**config.mk**
```make
export PLATFORM = sky130hd
export DESIGN_NAME = timer_bank
export DESIGN_NICKNAME = d
export VERILOG_FILES = /design/src/rtl/timer_bank_pkg.sv /design/src/rtl/timer_chan.sv /design/src/rtl/timer_bank.sv
export SDC_FILE = /design/constraint.sdc
export NUM_CORES = 1
export LEC_CHECK = 0
export ABC_AREA = 1
export BUFFER_PORTS_ARGS = -buffer_cell sky130_fd_sc_hd__buf_2
export CORE_AREA = 2 2 128 130
export CTS_CLUSTER_SIZE = 40
export DETAILED_ROUTE_END_ITERATION = 8
export DIE_AREA = 0 0 130 132
export PLACE_DENSITY = 0.78
export SLEW_MARGIN = 25
export SYNTH_ARGS = -nofsm -noshare
export SYNTH_HDL_FRONTEND = slang
export SYNTH_SLANG_ARGS = --single-unit
```
**constraint.sdc**
```tcl
create_clock -name clk -period 10.8 [get_ports clk]
set_input_delay 2.16 -clock clk [delete_from_list [all_inputs] [get_ports clk]]
set_output_delay 2.16 -clock clk [all_outputs]
set_load 0.01 [all_outputs]
```
**src/rtl/timer_bank_pkg.sv**
```systemverilog
// Shared definitions for the timer bank: time-base and mode encodings plus a width helper.
// No ports; imported by timer_chan and timer_bank.
package timer_bank_pkg;

  localparam logic [1:0] BASE_MILI     = 2'b00;
  localparam logic [1:0] BASE_DECI     = 2'b01;
  localparam logic [1:0] BASE_SEC      = 2'b10;
  localparam logic [1:0] BASE_MIN      = 2'b11;

  localparam logic       MODE_ONESHOT  = 1'b0;
  localparam logic       MODE_PERIODIC = 1'b1;

  // Keeps derived vector widths legal when $clog2 collapses to zero.
  function automatic int unsigned at_least_one(int unsigned w);
    return (w == 0) ? 1 : w;
  endfunction

endpackage

```
**src/rtl/timer_chan.sv**
```systemverilog
// One programmable timer channel: stored config, prescaler, base-tick count and the
// registered tick / sticky pend / running flags.
// Ports:
//   clk, reset                 clock and asynchronous active-high reset
//   cfg_we, stop_we, ack_we    per-channel strobes, already decoded by the top
//   cfg_base, cfg_umbral,      configuration captured on cfg_we
//   cfg_mode
//   tick                       one-cycle expiry pulse
//   pend                       sticky expiry flag, cleared by ack_we
//   running                    channel armed and counting
module timer_chan
  import timer_bank_pkg::*;
#(
  parameter int unsigned TH_W = 6,
  parameter int unsigned DIV0 = 20,
  parameter int unsigned DIV1 = 2000,
  parameter int unsigned DIV2 = 20000,
  parameter int unsigned DIV3 = 1200000
) (
  input  logic            clk,
  input  logic            reset,
  input  logic            cfg_we,
  input  logic            stop_we,
  input  logic            ack_we,
  input  logic [1:0]      cfg_base,
  input  logic [TH_W-1:0] cfg_umbral,
  input  logic            cfg_mode,
  output logic            tick,
  output logic            pend,
  output logic            running
);

  localparam int unsigned PW = at_least_one($clog2(DIV3));

  logic [1:0]      base_q;
  logic [TH_W-1:0] umbral_q;
  logic            mode_q;
  logic [PW-1:0]   presc_q, presc_d, div_last;
  logic [TH_W-1:0] cnt_q, cnt_d, cnt_inc;
  logic            tick_q, tick_d, pend_q, pend_d, run_q, run_d;
  logic            base_tick, expire;

  always_comb begin
    div_last = '0;
    unique case (base_q)
      BASE_MILI: div_last = PW'(DIV0 - 1);
      BASE_DECI: div_last = PW'(DIV1 - 1);
      BASE_SEC:  div_last = PW'(DIV2 - 1);
      BASE_MIN:  div_last = PW'(DIV3 - 1);
    endcase
  end

  assign cnt_inc   = cnt_q + TH_W'(1);
  assign base_tick = run_q && (presc_q == div_last);
  assign expire    = base_tick && (cnt_inc == umbral_q);

  always_comb begin
    presc_d = presc_q;
    cnt_d   = cnt_q;
    run_d   = run_q;
    pend_d  = pend_q;
    tick_d  = 1'b0;
    // Ack is applied first so that a same-cycle expiry below overrides it.
    if (ack_we) pend_d = 1'b0;
    if (cfg_we) begin
      presc_d = '0;
      cnt_d   = '0;
      run_d   = |cfg_umbral;
    end else if (stop_we) begin
      presc_d = '0;
      cnt_d   = '0;
      run_d   = 1'b0;
    end else if (run_q) begin
      if (base_tick) begin
        presc_d = '0;
        if (expire) begin
          cnt_d  = '0;
          tick_d = 1'b1;
          pend_d = 1'b1;
          run_d  = (mode_q == MODE_PERIODIC);
        end else begin
          cnt_d = cnt_inc;
        end
      end else begin
        presc_d = presc_q + PW'(1);
      end
    end
  end

  always_ff @(posedge clk or posedge reset) begin
    if (reset) begin
      base_q   <= '0;
      umbral_q <= '0;
      mode_q   <= 1'b0;
      presc_q  <= '0;
      cnt_q    <= '0;
      tick_q   <= 1'b0;
      pend_q   <= 1'b0;
      run_q    <= 1'b0;
    end else begin
      if (cfg_we) begin
        base_q   <= cfg_base;
        umbral_q <= cfg_umbral;
        mode_q   <= cfg_mode;
      end
      presc_q <= presc_d;
      cnt_q   <= cnt_d;
      tick_q  <= tick_d;
      pend_q  <= pend_d;
      run_q   <= run_d;
    end
  end

  assign tick    = tick_q;
  assign pend    = pend_q;
  assign running = run_q;

endmodule

```
**src/rtl/timer_bank.sv**
```systemverilog
// Bank of NCH independent programmable timers sharing one configuration port.
// Ports:
//   clk, reset                 clock and asynchronous active-high reset
//   cfg_we                     write config to channel cfg_ch and (re)start it
//   cfg_ch                     channel select for cfg_we / stop_we / ack_we
//   cfg_base, cfg_umbral,      time base, threshold and one-shot/periodic mode
//   cfg_mode
//   stop_we                    stop channel cfg_ch
//   ack_we                     clear pend[cfg_ch]
//   tick, pend, running        per-channel expiry pulse, sticky flag, armed status
//   irq                        OR of all pend flags
module timer_bank
  import timer_bank_pkg::*;
#(
  parameter int unsigned NCH  = 4,
  parameter int unsigned TH_W = 6,
  parameter int unsigned DIV0 = 20,
  parameter int unsigned DIV1 = 2000,
  parameter int unsigned DIV2 = 20000,
  parameter int unsigned DIV3 = 1200000,
  parameter int unsigned CH_W = at_least_one($clog2(NCH))
) (
  input  logic            clk,
  input  logic            reset,
  input  logic            cfg_we,
  input  logic [CH_W-1:0] cfg_ch,
  input  logic [1:0]      cfg_base,
  input  logic [TH_W-1:0] cfg_umbral,
  input  logic            cfg_mode,
  input  logic            stop_we,
  input  logic            ack_we,
  output logic [NCH-1:0]  tick,
  output logic [NCH-1:0]  pend,
  output logic [NCH-1:0]  running,
  output logic            irq
);

  logic [NCH-1:0] sel;

  for (genvar i = 0; i < NCH; i++) begin : g_chan
    // Full-width compare: a cfg_ch at or beyond NCH selects no channel.
    assign sel[i] = (cfg_ch == CH_W'(i));

    timer_chan #(
      .TH_W (TH_W),
      .DIV0 (DIV0),
      .DIV1 (DIV1),
      .DIV2 (DIV2),
      .DIV3 (DIV3)
    ) u_chan (
      .clk        (clk),
      .reset      (reset),
      .cfg_we     (cfg_we && sel[i]),
      .stop_we    (stop_we && sel[i]),
      .ack_we     (ack_we && sel[i]),
      .cfg_base   (cfg_base),
      .cfg_umbral (cfg_umbral),
      .cfg_mode   (cfg_mode),
      .tick       (tick[i]),
      .pend       (pend[i]),
      .running    (running[i])
    );
  end

  assign irq = |pend;

endmodule
```
* Word-level counts from Yosys, hierarchy flattened *
Cells that the tools add are included.

word-level totals
  bits in registers = 156
  bits of input ports = 16
  logic and storage cells = 206

operators by class
  add/sub/neg operators = 8
  eq/ne operators = 23
  muxes and demuxes = 104
  reductions and logical operators = 39

operators by type and width
  cell                   count
  $mux 21                16
  $pmux 21 s4            4
  $mux 6                 20
  $add 21x1->21 const B  4
  $eq 21x21->1           4
  $mux 1                 64
  $add 6x1->6 const B    4
  $eq 6x6->1             4
  $reduce_bool 3->1      8
  $eq 2x2->1 const B     10
  $logic_and 1x1->1      20
  $eq 2x1->1 const B     5
  $logic_not 2->1        5
  $reduce_and 2->1       4
  $reduce_or 6->1        1
  $reduce_or 4->1        1

* Depth between registers and ports, before layout *
  depth after elaboration = 10
  mapped depth = 13
  gate-level depth less buffers = 13

* Hierarchy *
A second synthesis with hierarchy kept.

second synthesis, totals
  cell total of the unflattened synthesis = 1431
  area total of the unflattened synthesis = 9903.2 sq um

by module, submodules not included
  module                              times used  cells each  area each (sq um)
  timer_chan at g_chan[0].u_chan ...  3           355         2422.3
  timer_chan at g_chan[3].u_chan      1           342         2546.2
  timer_bank                          1           24          90.1

* Worst setup path before layout *
No wires, ideal clock.

  path type = input to register
  start = input port cfg_we
  end = register g_chan[1].u_chan.presc_q[18]
  arrival = 3.155 ns
  required time = 10.679 ns
  setup slack = 7.524 ns
  cell stages on the path = 12
  buffers on the path = 0
  path through = nor2_4 > inv_1 > nand2_2 > nand2_4 > inv_2 > nor2_4 > nand2_1 > nor2_2 > nand2_1 > nand2_1 > o21ai_1 > nor2_1

on the way
  word-level cells in the longest chain between the ends = 2
  elaborated cells between the ends (all ways) = 3
  those cells by class = 1 x mux; 2 x reduce/logical

RTL lines
  what                                                           RTL line           source
  start: declaration                                             timer_bank.sv:25   input logic cfg_we,
  $logic_and 1x1->1 *                                            timer_bank.sv:53   .cfg_we (cfg_we && sel[i]),
  $reduce_bool 3->1 (no source line) or $mux 21 (tied branches)  -
  end signal: assignment                                         timer_chan.sv:106  presc_q <= presc_d;
  end: declaration                                               timer_chan.sv:38   logic [PW-1:0] presc_q, presc_d, div_last;

Mark *: on every way between the ends. The rest lies on a longest branch, timed or not.
A chain may end at the register's enable or synchronous reset.

* Worst setup path in the final report *
  start = register g_chan[0].u_chan.pend_q
  end = output port irq

on the way
  word-level cells in the longest chain between the ends = 1

RTL lines
  what                      RTL line           source
  start: declaration        timer_chan.sv:40   logic tick_q, tick_d, pend_q, pend_d, run_q, run_d;
  start signal: assignment  timer_chan.sv:109  pend_q <= pend_d;
  $reduce_or 4->1           timer_bank.sv:65   assign irq = |pend;
  end: declaration          timer_bank.sv:35   output logic irq

Every way passes these cells.

==> run_results.csv <==
group,metric,value,unit
sta,hold_violations,0,
drt,drc,0,
yosys,yosysSeqAreaShare,0.417,
yosys,yosysUniqueCellTypes,43,
setup_path,reg2reg_to,"g_chan[3].u_chan.presc_q[11]$_DFFE_PP0P_",
die,dieArea,17200,um2
layout,area_growth,9.44,%
sta,clock.fmax,0.275,GHz
clock_tree,clockRootBuffer,"clkbuf_16",
drt,wirelength,21700,um
sta,timing.final.ws_setup,7.16,ns
layout,drive_above_1_share,0.0886,
layout,antennaDiodeCount,0,
placed_design,dp.cells,1504,
layout,fin_nets,1331,
yosys,synthCells,1286,
layout,layout.cells.non_filler,1536,
clock_tree,cts.repair.resized,0,
setup_path,required,8.64,ns
clock_tree,cts_sinks,156,
layout,regArea,3900,um2
setup_path,startpoint,"g_chan[0].u_chan.pend$_DFF_PP0_",
placed_design,place_congestion,0.897,
sta,fin_worst_skew,0.00678,ns
power_and_ir_drop,design_power_total,1550,uW
drt,num_vias,8201,
global_route,grt_overflow,0,
min_path,hold_class,"reg -> reg",
placed_design,dp_hpwl,15400,um
min_path,whs_path_depth,2,
clock_tree,clock_latency,0.43,ns
global_route,grt_pass1_vias,7895,
die,start_util,0.596,
die,die_h,132,um
global_route,grt_pass1_wl,37100,um
drt,ant_nets,0,
setup_path,startpoint_type,"flip-flop",
setup_path,cp.arrival,1.48,ns
setup_path,cp_slowest_cell,"or4_1",
power_and_ir_drop,peakVddDrop,0.129,mV
clock_tree,cts.path.max_buffers,2,
clock_tree,cts-buffers-inserted,17,
sta,holdWs,0.487,ns
die,die_x,130,um
setup_path,worstSetupPathType,"reg -> out",
sta,maxSlewViolCount,0,
setup_path,crit_chain,"or4_1 -> buf_2",
layout,multi_input_area,4640,um2
sta,fin_crit_sh,0.337,
power_and_ir_drop,powerDensity,151,nW/um2
global_route,grt_usage,0.268,
clock_tree,cts-hold-fix-buffers,0,
layout,fill_cells,1369,
global_route,antenna_found_initial,0,
drt,wl_per_cell,14.1,um
sta,rsz0062_at_grt,"no",
clock_tree,postCtsSetupBuffers,0,
drt,via_per_inst,5.34,
drt,first_pass_iters,5,
yosys,synth.avg_cell_area,7.28,um2
placed_design,place_ws,6.89,ns
sta,period_needed,3.64,ns
setup_path,reg2reg_slack,8.53,ns
sta,max_slew_margin,0.419,
sta,setup_violations,0,
yosys,ys_warn_count,0,
flow_run,cap_viol_max_count,0,
clock_tree,path_clk_slew,0.06,ns
yosys,synth-seq-cells,156,
clock_tree,cts.htree.levels,4,
die,core-area,15700,um2
setup_path,endpoint,"irq",
global_route,grt_max_degree,94,
setup_path,reg2reg_depth,9,
setup_path,max_stage_delay,0.51,ns
die,rows,46,
sta,setup_tns,0,ns
power_and_ir_drop,p_leak,0.00495,uW
yosys,syn_nets,1310,
sta,tightest_slew,0.869,ns
yosys,syn_area,9360,um2
status,status,"complete, no violations",
die,io-pin-count,29,
setup_path,crit_path_max_fanout,3,
drt,initialDrtViolationCount,714,
setup_path,reg2reg_from,"g_chan[3].u_chan.presc_q[0]$_DFFE_PP0P_",
setup_path,endpoint_kind,"primary output",
clock_tree,cts_tree,"yes",
placed_design,numPortBuffers,28,
[cells by family (layout without fill, tap and decap cells)]
family	after synthesis	in the layout	share of synthesized area
simple gates	742	742	0.362
buf+inv	197	231	0.0868
flops	156	156	0.417
compound gates	127	127	0.0691
xor+xnor	55	55	0.0529
fa+ha+maj	8	8	0.0107
mux	1	1	0.00120
[metal layers]
layer  global-route usage  routed length, um  vias to the layer above
li1                     -                  -                     4116
met1                0.378              10400                     3835
met2                0.424               9980                      217
met3               0.0467               1010                       33
met4               0.0806                352                        0
met5                    0                  0                        -
[power breakdown]
part	leakage (uW)	switching (uW)	internal (uW)
sequential	0.00209	52.7	633
clock	0.000304	247	399
combinational	0.00255	142	76.9
[layout make-up]
type	count	area share
well taps	216	0.0264
repair buffers	30	0.0151
flip-flops and latches	156	0.381
clock inverters	10	0.0160
inverters	169	0.0627
clock buffers	22	0.0453
multi-input cells	933	0.453
[registers in the layout, indices dropped and copies added (netlist names)]
name	flops
g_chan.u_chan.base_q	8
g_chan.u_chan.cnt_q	24
g_chan.u_chan.mode_q	4
g_chan.u_chan.pend	4
g_chan.u_chan.presc_q	84
g_chan.u_chan.running	4
g_chan.u_chan.tick	4
g_chan.u_chan.umbral_q	24
[metrics by stage]
step	cell area (um2)	utilization
2_1_floorplan	9360	-
3_3_place_gp	9620	0.612
3_5_place_dp	9620	0.612
4_1_cts	10200	0.652
5_1_grt	10200	0.652
6_report	10200	0.652
[cells in the final DEF (no fill, tap or decap), types with 4 or more instances in the layout]
cell type	n
nand2_1	343
buf_2	28
nand3_1	100
nor3_2	6
nand2_2	8
nor3_1	33
xnor2_1	8
a21oi_1	32
clkbuf_16	17
bufinv_16	4
inv_1	160
nand4_1	19
nand3b_1	14
nor2_2	11
nor2_1	171
o21ai_0	85
inv_2	7
ha_1	8
nor3b_1	6
nor2_4	9
o21ai_1	5
xor2_1	46
dfrtp_1	156
[synthesized netlist by cell type, drive strengths merged]
master  count  share of area
o22ai       1        0.00067
nor4        4         0.0043
nor3b       6         0.0048
dfrtp     156           0.42
nand4      20          0.014
nand3     102          0.056
inv       169          0.068
buf        23          0.017
nand3b     14          0.011
o21bai      2         0.0016
a211oi      1        0.00080
clkbuf      5         0.0020
nor2      194          0.093
xnor2       8         0.0075
o21ai      90          0.048
nor3       41          0.028
nand2     353           0.15
a21oi      32          0.017
xor2       46          0.043
or2         5         0.0033
mux2        1         0.0012
ha          8          0.011
and2        2         0.0013
xnor3       1         0.0024
o21a        1        0.00080
or4         1        0.00080
[worst max-delay path: cells and delay by family (launching register included)]
family / cells / cell delay [ns]
simple gates: 1 / 0.51
flops: 1 / 0.39
buf+inv: 1 / 0.15
[worst min-delay path by stage]
stage / start / end
2_1_floorplan: g_chan[0].u_chan.mode_q$_DFFE_PP0P_ / g_chan[0].u_chan.mode_q$_DFFE_PP0P_
3_3_place_gp: g_chan[2].u_chan.mode_q$_DFFE_PP0P_ / g_chan[2].u_chan.mode_q$_DFFE_PP0P_
3_5_place_dp: g_chan[2].u_chan.mode_q$_DFFE_PP0P_ / g_chan[2].u_chan.mode_q$_DFFE_PP0P_
4_1_cts: g_chan[2].u_chan.mode_q$_DFFE_PP0P_ / g_chan[2].u_chan.mode_q$_DFFE_PP0P_
5_1_grt: g_chan[2].u_chan.mode_q$_DFFE_PP0P_ / g_chan[2].u_chan.mode_q$_DFFE_PP0P_
6_report: g_chan[2].u_chan.mode_q$_DFFE_PP0P_ / g_chan[2].u_chan.mode_q$_DFFE_PP0P_
Power figures use the tool's default switching activity.
